===== src/rtl/mem_access_ctrl.sv =====
// MEM-stage data-memory access controller and MEM/WB pipeline register (optional MEM_TIMEOUT_EN).
// Latency: 1 cycle for non-memory ops; loads >= 2 cycles, 32-bit stores >= 2 cycles, 64-bit stores >= 3 cycles.
// Backpressure: Stall_MEM freezes upstream while a req/ack access is outstanding; dmem_req held until dmem_ack.
module mem_access_ctrl #(
    parameter int TIMEOUT_CYCLES = 16
) (
    input  logic        Clk,
    input  logic        Rst_n,
    input  logic        MemRead,
    input  logic        MemWrite,
    input  logic        MemWrite64,
    input  logic [31:0] Adrs_MEM,
    input  logic [31:0] Rt_data_MEM,
    input  logic [63:0] Rt_data64_MEM,
    input  logic [4:0]  RegWr_MEM,
    input  logic [9:0]  WB_control_MEM,
    output logic        dmem_req,
    output logic        dmem_we,
    output logic [31:0] dmem_addr,
    output logic [31:0] dmem_wdata,
    input  logic        dmem_ack,
    input  logic [31:0] dmem_rdata,
    output logic        Stall_MEM,
    output logic [31:0] Read_data_WB,
    output logic [31:0] Alu_out_WB,
    output logic [4:0]  RegWr_WB,
    output logic [9:0]  WB_control_WB,
    output logic        Valid_WB,
    output logic        Mem_err
);

    typedef enum logic [2:0] {IDLE, RD, WR, WR_LO, WR_HI} state_t;

    state_t      state;
    logic [31:0] hi_data;
    logic [31:0] lat_adrs;
    logic [4:0]  lat_rd;
    logic [9:0]  lat_wbc;

    logic op;
    logic ack_live;
    logic final_beat;
    logic timeout_hit;
    logic complete;

    assign op         = MemWrite64 | MemWrite | MemRead;
    // An ack only means something while a request is actually on the port.
    assign ack_live   = dmem_ack & dmem_req;
    assign final_beat = (state == RD) | (state == WR) | (state == WR_HI);
    assign complete   = (final_beat & ack_live) | timeout_hit;

    // Stall whenever an access is pending and not retiring this cycle; reset releases it at once.
    assign Stall_MEM  = Rst_n & ((state == IDLE) ? op : ~complete);

`ifdef MEM_TIMEOUT_EN
    localparam int CW = $clog2(TIMEOUT_CYCLES + 1);

    logic          in_beat;
    logic [CW-1:0] wait_cnt;

    assign in_beat     = (state != IDLE);
    // Abort on the TIMEOUT_CYCLES-th consecutive cycle of a beat without ack.
    assign timeout_hit = in_beat & ~ack_live & (wait_cnt == CW'(TIMEOUT_CYCLES - 1));

    // Per-beat wait counter: cleared outside beats and at every accepted beat.
    always_ff @(posedge Clk or negedge Rst_n) begin
        if (!Rst_n) begin
            wait_cnt <= '0;
        end else if (!in_beat || ack_live) begin
            wait_cnt <= '0;
        end else begin
            wait_cnt <= wait_cnt + 1'b1;
        end
    end

    // Sticky error flag, cleared only by reset.
    always_ff @(posedge Clk or negedge Rst_n) begin
        if (!Rst_n) begin
            Mem_err <= 1'b0;
        end else if (timeout_hit) begin
            Mem_err <= 1'b1;
        end
    end
`else
    assign timeout_hit = 1'b0;
    assign Mem_err     = 1'b0;
`endif

    // Access FSM with registered memory-port outputs and the MEM/WB register.
    always_ff @(posedge Clk or negedge Rst_n) begin
        if (!Rst_n) begin
            state         <= IDLE;
            dmem_req      <= 1'b0;
            dmem_we       <= 1'b0;
            dmem_addr     <= '0;
            dmem_wdata    <= '0;
            hi_data       <= '0;
            lat_adrs      <= '0;
            lat_rd        <= '0;
            lat_wbc       <= '0;
            Read_data_WB  <= '0;
            Alu_out_WB    <= '0;
            RegWr_WB      <= '0;
            WB_control_WB <= '0;
            Valid_WB      <= 1'b0;
        end else begin
            case (state)
                IDLE: begin
                    if (op) begin
                        lat_adrs  <= Adrs_MEM;
                        lat_rd    <= RegWr_MEM;
                        lat_wbc   <= WB_control_MEM;
                        dmem_req  <= 1'b1;
                        dmem_addr <= {Adrs_MEM[31:2], 2'b00};
                        Valid_WB  <= 1'b0;
                        if (MemWrite64) begin
                            dmem_we    <= 1'b1;
                            dmem_wdata <= Rt_data64_MEM[31:0];
                            hi_data    <= Rt_data64_MEM[63:32];
                            state      <= WR_LO;
                        end else if (MemWrite) begin
                            dmem_we    <= 1'b1;
                            dmem_wdata <= Rt_data_MEM;
                            state      <= WR;
                        end else begin
                            dmem_we    <= 1'b0;
                            dmem_wdata <= Rt_data_MEM;
                            state      <= RD;
                        end
                    end else begin
                        Read_data_WB  <= '0;
                        Alu_out_WB    <= Adrs_MEM;
                        RegWr_WB      <= RegWr_MEM;
                        WB_control_WB <= WB_control_MEM;
                        Valid_WB      <= 1'b1;
                    end
                end
                default: begin
                    if (timeout_hit) begin
                        dmem_req      <= 1'b0;
                        dmem_we       <= 1'b0;
                        Read_data_WB  <= 32'hDEADBEEF;
                        Alu_out_WB    <= lat_adrs;
                        RegWr_WB      <= lat_rd;
                        WB_control_WB <= lat_wbc;
                        Valid_WB      <= 1'b1;
                        state         <= IDLE;
                    end else if (state == WR_LO && ack_live) begin
                        // Second beat follows with no gap; address wraps naturally at 2^32.
                        dmem_addr  <= dmem_addr + 32'd4;
                        dmem_wdata <= hi_data;
                        Valid_WB   <= 1'b0;
                        state      <= WR_HI;
                    end else if (final_beat && ack_live) begin
                        dmem_req      <= 1'b0;
                        dmem_we       <= 1'b0;
                        Read_data_WB  <= (state == RD) ? dmem_rdata : 32'd0;
                        Alu_out_WB    <= lat_adrs;
                        RegWr_WB      <= lat_rd;
                        WB_control_WB <= lat_wbc;
                        Valid_WB      <= 1'b1;
                        state         <= IDLE;
                    end else begin
                        Valid_WB <= 1'b0;
                    end
                end
            endcase
        end
    end

endmodule


===== config.mk =====
export PLATFORM = sky130hd
export DESIGN_NAME = mem_access_ctrl
export DESIGN_NICKNAME = d
export VERILOG_FILES = /design/src/rtl/mem_access_ctrl.sv
export SDC_FILE = /design/constraint.sdc
export NUM_CORES = 1
export LEC_CHECK = 0
export CAP_MARGIN = 20
export CORE_MARGIN = 1.5
export CORE_UTILIZATION = 28
export CTS_CLUSTER_DIAMETER = 40
export CTS_CLUSTER_SIZE = 20
export DETAILED_ROUTE_END_ITERATION = 6
export PLACE_DENSITY_LB_ADDON = 0.15
export SYNTH_ARGS = -nofsm -noshare
export SYNTH_HDL_FRONTEND = slang
export SYNTH_SLANG_ARGS = --single-unit

===== constraint.sdc =====
create_clock -name Clk -period 5.4 [get_ports Clk]
set_input_delay 1.08 -clock Clk [delete_from_list [all_inputs] [get_ports Clk]]
set_output_delay 1.08 -clock Clk [all_outputs]
set_load 0.01 [all_outputs]

==> results_dict.tcl, run 1 <==
set metrics [dict create \
    status "finished clean" \
    initial_core_util_pct 28.4 \
    synthDistinctLibCells 60 \
    start_kind "primary input" \
    drt_first_pass_iters 4 \
    hold_path.class "primary input to asynchronous set/reset pin" \
    first_global_vias 8826 \
    hold_viol_final 0 \
    worstPathRequired_ns 4.32 \
    yosysMostFrequentCell "nand2_1" \
    grt.total_usage_pct 17.2 \
    relSlewSlack_pct 36.0 \
    cp_max_fo 5 \
    post_cts_buffers 0 \
    layout-drive-gt1-share_pct 9.94 \
    cp_cell_sequence "clkdlybuf4s50_1 -> or4_1 -> a211oi_2 -> nor3_4 -> and2_1 -> clkdlybuf4s50_1" \
    dpl.hpwl_um 22000 \
    gr-total-overflow 0 \
    cp_top_family "buffers and inverters" \
    slew_viol_final 0 \
    synth_enable_flop_cells 0 \
    finalSetupViolCount 0 \
    cp.buffers_inverters 2 \
    placedCellCount 1817 \
    cts.sinks 226 \
    p_per_area_mw_per_mm2 643 \
    synth-simple-area-share_pct 18.0 \
    cts_buffers 44 \
    die-area_mm2 0.0381 \
    synth_top_area_share_pct 54.7 \
    cts_max_path_buffers 3 \
    yosysTopAreaCell "dfrtp_1" \
    syn_inst 1083 \
    synthMuxAreaShare_pct 10.7 \
    cts_htree_levels 2 \
    crit_path_top_delay_cell "or4_1" \
    synthAdderAreaFrac_pct 0.121 \
    cp_num_cells 6 \
    core_mm2 0.0364 \
    path_class "primary input to primary output" \
    drtIter0Drc 421 \
    finish.utilization_pct 42.6 \
    synth_ff_type "dfrtp_1" \
    ff2ff_path_depth 5 \
    die_y_um 195 \
    drc 0 \
    fin_crit_sh_pct 78.2 \
    grt_setup_unrepaired "no" \
    hold_buffers 0 \
    grt_max_degree 167 \
    via_per_inst 4.63 \
    drt_wl_total_um 32700 \
    io_buffers 325 \
    ant_nets 0 \
    clock-root-buffer "clkbuf_16" \
    synth_top_family_by_area "simple AND/OR/NAND/NOR gates" \
    synth_compound_area_share_pct 12.8 \
    crit_top_cell "clkdlybuf4s50_1" \
    die_w_um 195 \
    tightestPinTransition_ns 0.961 \
    cts_tree "done" \
    synth_warnings 0 \
    syn2layout_area_growth_pct 50.1 \
    num_vias 8794 \
    slowest_delay_ns 0.52 \
    synth-seq-cells 226 \
    setup_tns_ns 0 \
    fmax_ghz 0.237 \
    min_period_ns 4.22 \
    cts_resized 0 \
    yosysSeqAreaShare_pct 54.7 \
    synth_area_mm2 0.0103 \
    gp_congestion 0.781 \
    stdcell_count 1899 \
    fin_skew_ns 0.0153 \
    std_cell_rows 70 \
    synth_commonest_cells "309 x nand2_1, 226 x dfrtp_1, 125 x o21ai_1, 75 x mux2i_1, 56 x a21oi_1" \
    antenna_found_initial 2 \
    syn_area_per_cell_um2 9.55 \
    synthTopCellsByArea "dfrtp_1 55%, nand2_1 11%, mux2i_1 7.3%, o21ai_1 6.1%, mux2_2 3.5%" \
    synth_xor_area_share_pct 0.169 \
    ir_drop_mv 0.299 \
    final_nets 1577 \
    drv_cap 0 \
    dpl_worst_slack_ns 1.19 \
    route.detailed.wl_per_inst_um 17.2 \
    critical_path.endpoint_type "primary output" \
    layout_setup_ws_ns 1.18 \
    clk_pin_slew_ns 0.05 \
    grt_pass1_wl_um 51600 \
    p_leak_nw 6.74 \
    pin_count 329 \
    postSynth.asyncResetShare_pct 100 \
    cp.arrival_ns 3.14 \
    clk_latency_ns 0.54 \
]
[final cells by class]
type                       instances  area, µm²
clock buffer                      55       1200
inverter                           7       26.3
clock inverter                    25        318
tap                              468        586
sequential                       226       5660
multi-input combinational        780       4360
antenna                            2       5.00
timing repair buffer             336       3370
fill                            3644      20900
[cells in the final DEF, fill, tap and decap left out, types with 3 or more instances in the layout]
| cell type | n |
|---|---|
| a32oi_1 | 3 |
| clkbuf_1 | 5 |
| clkinv_2 | 5 |
| nor3_1 | 3 |
| and2_1 | 4 |
| nor4_1 | 4 |
| clkdlybuf4s50_1 | 323 |
| a21oi_1 | 56 |
| or4_1 | 3 |
| nor2_1 | 47 |
| mux2i_1 | 75 |
| nand2_1 | 308 |
| mux2_2 | 32 |
| inv_1 | 6 |
| clkbuf_16 | 44 |
| dfrtp_1 | 226 |
| nand4_1 | 13 |
| a41oi_1 | 4 |
| buf_4 | 8 |
| nor3_2 | 3 |
| clkinvlp_4 | 6 |
| o21ai_0 | 9 |
| nand3_1 | 18 |
| o211ai_1 | 11 |
| o21ai_1 | 125 |
| inv_6 | 4 |
| o31ai_1 | 3 |
| and3_1 | 4 |
| o22ai_1 | 4 |
| clkinv_4 | 3 |
| clkbuf_8 | 6 |
| conb_1 | 3 |
| nor4_2 | 3 |
| bufinv_16 | 5 |
[through the flow]
stage,hold WS (ns),power (mW),cell area [µm²]
after floorplan,0.441,5.41,10300
after global placement,0.454,7.23,14000
after detailed placement,0.461,7.31,14000
after CTS,0.468,10.2,15500
after global routing,0.480,10.8,15500
final,0.444,9.99,15500
[where the power goes]
| group | internal, mW | switching (mW) | leakage (nW) |
|---|---|---|---|
| logic | 1.92 | 2.19 | 3.19 |
| clock network | 1.83 | 0.955 | 0.730 |
| registers | 2.52 | 0.569 | 2.82 |
| total | 6.28 | 3.71 | 6.74 |
[layer usage]
layer,global-route usage [%],share of wire [%]
met1,22.3,45
met2,27.8,47
met3,5.25,7.3
met4,4.54,1.5
met5,0,0
[cells by family after synthesis]
kind of cell,after synthesis
other cells,1
simple gates,431
mux,107
fa+ha+maj,1
compound gates,236
flops,226
xor+xnor,2
buf+inv,79
[flip-flops by register name (all words and copies together), names as in the netlist]
signal / cells
Read_data_WB: 32
Alu_out_WB: 32
state: 3
lat_rd: 5
lat_wbc: 10
lat_adrs: 32
dmem_req: 1
RegWr_WB: 5
WB_control_WB: 10
dmem_wdata: 32
hi_data: 32
dmem_addr: 30
Valid_WB: 1
dmem_we: 1
[worst paths after layout]
kind                                           endpoint  slack (ns)                    from
hold / removal             Read_data_WB[19]$_DFFE_PN0P_        0.44                   Rst_n
max in group asynchronous      lat_adrs[12]$_DFFE_PN0P_        3.56                   Rst_n
hold reg to reg                  lat_wbc[0]$_DFFE_PN0P_        0.47  lat_wbc[0]$_DFFE_PN0P_
setup / recovery                              Stall_MEM        1.18                MemWrite
min in group Clk                 lat_wbc[0]$_DFFE_PN0P_        0.47  lat_wbc[0]$_DFFE_PN0P_
setup reg to reg               dmem_addr[8]$_DFFE_PN0P_        2.72    state[0]$_DFFE_PN0P_
No activity file was read; power rests on OpenSTA's default activity.
==> inputs of run 2 (changes only) <==
==> constraint.sdc (replaced) <==
create_clock -name Clk -period 3.95 [get_ports Clk]
set_input_delay 0.79 -clock Clk [delete_from_list [all_inputs] [get_ports Clk]]
set_output_delay 0.79 -clock Clk [all_outputs]
set_load 0.01 [all_outputs]
==> results_dict.tcl, run 2 (synthesis results as in run 1) <==
set metrics [dict create \
    slowest_delay_ns 0.52 \
    drt_first_pass_iters 5 \
    grt_pass1_wl_um 51300 \
    crit_top_cell "clkdlybuf4s50_1" \
    hold_viol_final 0 \
    fillCellCount 3611 \
    layout-drive-gt1-share_pct 10.4 \
    min_period_ns 3.60 \
    cp.buffers_inverters 2 \
    drc 0 \
    mostFrequentLayoutCells "323 x clkdlybuf4s50_1, 308 x nand2_1, 226 x dfrtp_1, 125 x o21ai_1, 75 x mux2i_1" \
    via_per_inst 4.63 \
    relSlewSlack_pct 40.0 \
    fmax_ghz 0.278 \
    drtIter0Drc 414 \
    r2r-end "Alu_out_WB[21]$_DFFE_PN0P_" \
    ant_nets 0 \
    gr-total-overflow 0 \
    ff2ff_path_depth 6 \
    first_global_vias 8796 \
    clk_latency_ns 0.53 \
    die_w_um 195 \
    syn2layout_area_growth_pct 52.0 \
    fin_skew_ns 0.0158 \
    path_class "primary input to primary output" \
    worstPathRequired_ns 3.16 \
    cp_max_fo 5 \
    clock-root-buffer "clkbuf_16" \
    core_mm2 0.0364 \
    cp_top_family "buffers and inverters" \
    r2r-start "state[2]$_DFFE_PN0P_" \
    clk_pin_slew_ns 0.05 \
    cp_cell_sequence "clkdlybuf4s50_1 -> or4_1 -> a211oi_2 -> nor3_4 -> and2_1 -> clkdlybuf4s50_1" \
    status "finished clean" \
    hold_path.class "primary input to asynchronous set/reset pin" \
    crit_path_top_delay_cell "or4_1" \
    multi_input_area_mm2 0.00436 \
    drt_wl_total_um 32700 \
    route.detailed.wl_per_inst_um 17.1 \
    critical_path.endpoint_type "primary output" \
    grt.total_usage_pct 17.1 \
    grt_setup_unrepaired "no" \
    drv_cap 0 \
    cts_max_path_buffers 3 \
    num_vias 8835 \
    gp_congestion 0.798 \
    tightestPinTransition_ns 0.900 \
    cts_htree_levels 2 \
    cts_buffers 45 \
    post_cts_buffers 0 \
    cts_resized 0 \
    r2r_slack_ns 1.20 \
    fin_crit_sh_pct 91.1 \
    grt_max_degree 138 \
    p_per_area_mw_per_mm2 895 \
    antenna_found_initial 3 \
    ir_drop_mv 0.323 \
    initial_core_util_pct 28.4 \
    layout_setup_ws_ns 0.351 \
    dpl_worst_slack_ns 0.357 \
    dpl.hpwl_um 22600 \
    hold_buffers 0 \
    setup_tns_ns 0 \
    final_nets 1585 \
    final_common_cell "clkdlybuf4s50_1" \
    p_leak_nw 6.84 \
    cts.sinks 226 \
    start_kind "primary input" \
    cp.arrival_ns 2.81 \
    io_buffers 325 \
    die-area_mm2 0.0381 \
    cts_tree "done" \
    std_cell_rows 70 \
    register_area_mm2 0.00566 \
    pin_count 329 \
    fin_total_pwr_mw 14.1 \
    finalSetupViolCount 0 \
    die_y_um 195 \
    slew_viol_final 0 \
    cp_num_cells 6 \
]
[run 2: cell count changes in the layout (fill, tap and decap cells not counted), moves of 2 or more]
cell / delta
bufinv_16: +5
clkbuf_16: +3
clkinvlp_4: -2
inv_6: -2
buf_4: +8
[run 2: per-layer routing]
| layer | track usage (%) | vias to the layer above | wire length (µm) |
|---|---|---|---|
| met2 | 27.2 | 276 | 14800 |
| met4 | 4.48 | 0 | 683 |
| met3 | 5.20 | 54 | 2390 |
| li1 | - | 4374 | - |
| met5 | 0 | - | 0 |
| met1 | 22.5 | 4131 | 14900 |
[run 2: worst max-delay path by stage]
stage | startpoint | slack [ns] | end
after floorplan | MemWrite64 | 1.02 | Stall_MEM
after global placement | MemWrite | 0.37 | Stall_MEM
after detailed placement | MemWrite | 0.36 | Stall_MEM
after CTS | MemWrite | 0.35 | Stall_MEM
after global routing | MemWrite | 0.25 | Stall_MEM
final | MemWrite | 0.35 | Stall_MEM
[run 2: stage by stage]
| step | util (%) | instance area, µm² | instances | hold WS, ns |
|---|---|---|---|---|
| after CTS | 43.1 | 15700 | 1906 | 0.167 |
| final | 43.1 | 15700 | 1909 | 0.166 |
| after floorplan | - | 10300 | 1085 | 0.441 |
| after global routing | 43.1 | 15700 | 1906 | 0.182 |
| after global placement | 38.5 | 14000 | 1824 | 0.453 |
| after detailed placement | 38.5 | 14000 | 1824 | 0.461 |
[run 2: worst register-to-register path, delay by kind of cell (launching register included)]
| family | cells | cell delay (ns) |
|---|---|---|
| buf+inv | 2 | 1.38 |
| flops | 1 | 0.49 |
| compound gates | 1 | 0.23 |
| simple gates | 3 | 0.48 |
[run 2: layout make-up]
class	instances	share of cell area, %
Sequential cell	226	36.0
Multi-Input combinational cell	780	27.8
Timing Repair Buffer	343	21.7
Clock buffer	58	8.07
Tap cell	468	3.73
Clock inverter	24	2.52
Inverter	7	0.167
Antenna cell	3	0.0478
[run 2: power breakdown]
part / internal, mW / total, mW / switching (mW)
sequential: 3.45 / 4.23 / 0.777
combinational: 2.65 / 5.66 / 3.01
clock: 2.91 / 4.17 / 1.26
total: 9.01 / 14.1 / 5.05
==> inputs of run 3 (changes only) <==
--- a/config.mk
+++ b/config.mk
@@ -7,7 +7,7 @@
 export LEC_CHECK = 0
 export CAP_MARGIN = 20
 export CORE_MARGIN = 1.5
-export CORE_UTILIZATION = 28
+export CORE_UTILIZATION = 47
 export CTS_CLUSTER_DIAMETER = 40
 export CTS_CLUSTER_SIZE = 20
 export DETAILED_ROUTE_END_ITERATION = 6
==> results_dict.tcl, run 3 (synthesis results as in run 1) <==
set metrics [dict create \
    status "finished clean" \
    gr-total-overflow 0 \
    p_leak_nw 6.67 \
    ant_nets 0 \
    die_y_um 151 \
    layout-drive-gt1-share_pct 9.23 \
    syn2layout_area_growth_pct 46.2 \
    placedCellCount 1633 \
    setup_tns_ns 0 \
    grtUsageMet2_pct 41.2 \
    start_kind "primary input" \
    drt_first_pass_iters 5 \
    clk_latency_ns 0.50 \
    grtUsageMet1_pct 32.6 \
    final_cell_area_mm2 0.0151 \
    crit_top_cell "clkdlybuf4s50_1" \
    mostFrequentLayoutCells "323 x clkdlybuf4s50_1, 308 x nand2_1, 226 x dfrtp_1, 125 x o21ai_1, 75 x mux2i_1" \
    dpl_worst_slack_ns 0.349 \
    fin_skew_ns 0.0183 \
    worstPathRequired_ns 3.16 \
    cts.sinks 226 \
    relSlewSlack_pct 35.4 \
    met3_usage_pct 8.28 \
    grt_pass1_wl_um 45700 \
    antenna_found_initial 4 \
    drv_cap 0 \
    post_cts_buffers 0 \
    cp.arrival_ns 2.81 \
    die-area_mm2 0.0229 \
    drc 0 \
    cts_buffers 37 \
    whs_ns 0.132 \
    cts_resized 0 \
    p_per_area_mw_per_mm2 875 \
    cts_tree "done" \
    hold_viol_final 0 \
    cp_cell_sequence "clkdlybuf4s50_1 -> or4_1 -> a211oi_2 -> nor3_4 -> and2_1 -> clkdlybuf4s50_1" \
    stdcell_count 1701 \
    cts_max_path_buffers 3 \
    clock-root-buffer "clkbuf_16" \
    final_common_cell "clkdlybuf4s50_1" \
    tightestPinTransition_ns 0.969 \
    drt_wl_total_um 29300 \
    std_cell_rows 54 \
    grt_busiest_layer "met2" \
    via_per_inst 5.28 \
    hold_path.class "primary input to asynchronous set/reset pin" \
    slowest_delay_ns 0.52 \
    core_mm2 0.0217 \
    drtIter0Drc 449 \
    io_buffers 325 \
    pin_count 329 \
    cts_htree_levels 2 \
    min_period_ns 3.60 \
    slew_viol_final 0 \
    dpl.hpwl_um 19900 \
    gp_congestion 0.834 \
    first_global_vias 8626 \
    critical_path.endpoint_type "primary output" \
    finalSetupViolCount 0 \
    layout_setup_ws_ns 0.346 \
    die_w_um 151 \
    clk_pin_slew_ns 0.06 \
    path_class "primary input to primary output" \
    final_nets 1575 \
    initial_core_util_pct 47.7 \
    fin_crit_sh_pct 91.2 \
    cp_max_fo 5 \
    grt.total_usage_pct 25.6 \
    num_vias 8989 \
    ir_drop_mv 0.398 \
    fmax_ghz 0.277 \
    grt_max_degree 127 \
    route.detailed.wl_per_inst_um 17.2 \
    grt_setup_unrepaired "no" \
    placed_area_mm2 0.0138 \
    hold_buffers 0 \
    crit_path_top_delay_cell "or4_1" \
]
==> run 3: area by class of cell <==
type                            count  area (µm²)
Antenna cell                        2        5.00
Fill cell                        1669        6570
Multi-Input combinational cell    780        4360
Timing Repair Buffer              341        3410
Inverter                            7        26.3
Clock buffer                       51        1070
Tap cell                          280         350
Clock inverter                     14         248
Sequential cell                   226        5660
==> run 3: path summary, 6_finish.rpt <==
kind,slack [ns],start,cells after the start,to
hold reg to reg,0.47,lat_adrs[6]$_DFFE_PN0P_,2,lat_adrs[6]$_DFFE_PN0P_
hold / removal,0.13,Rst_n,1,Read_data_WB[20]$_DFFE_PN0P_
setup / recovery,0.35,MemWrite,6,Stall_MEM
setup reg to reg,1.09,state[2]$_DFFE_PN0P_,7,Read_data_WB[16]$_DFFE_PN0P_
min in group Clk,0.47,lat_adrs[6]$_DFFE_PN0P_,2,lat_adrs[6]$_DFFE_PN0P_
max in group asynchronous,2.58,Rst_n,2,dmem_wdata[4]$_DFFE_PN0P_
==> run 3: worst max-delay path, delay by kind of cell <==
| family | cells | cell delay (ns) |
|---|---|---|
| simple gates | 3 | 0.75 |
| buf+inv | 2 | 0.96 |
| compound gates | 1 | 0.31 |
==> run 3: through the flow <==
stage                     utilization [%]  power (mW)
after floorplan                         -        7.40
after global placement               63.5        9.67
after detailed placement             63.5        9.85
after CTS                            69.6        13.3
after global routing                 69.7        14.1
final                                69.7        13.2
==> run 3: power by group <==
part / switching [mW] / total, mW / internal [mW]
logic: 2.96 / 5.61 / 2.65
clock network: 1.11 / 3.39 / 2.28
registers: 0.779 / 4.23 / 3.45
total: 4.85 / 13.2 / 8.38
==> run 3: layer usage <==
layer	up-vias	share of wire, %
met4	2	2.2
li1	4355	-
met1	4255	40
met2	330	48
met3	47	9.5
met5	-	0.044
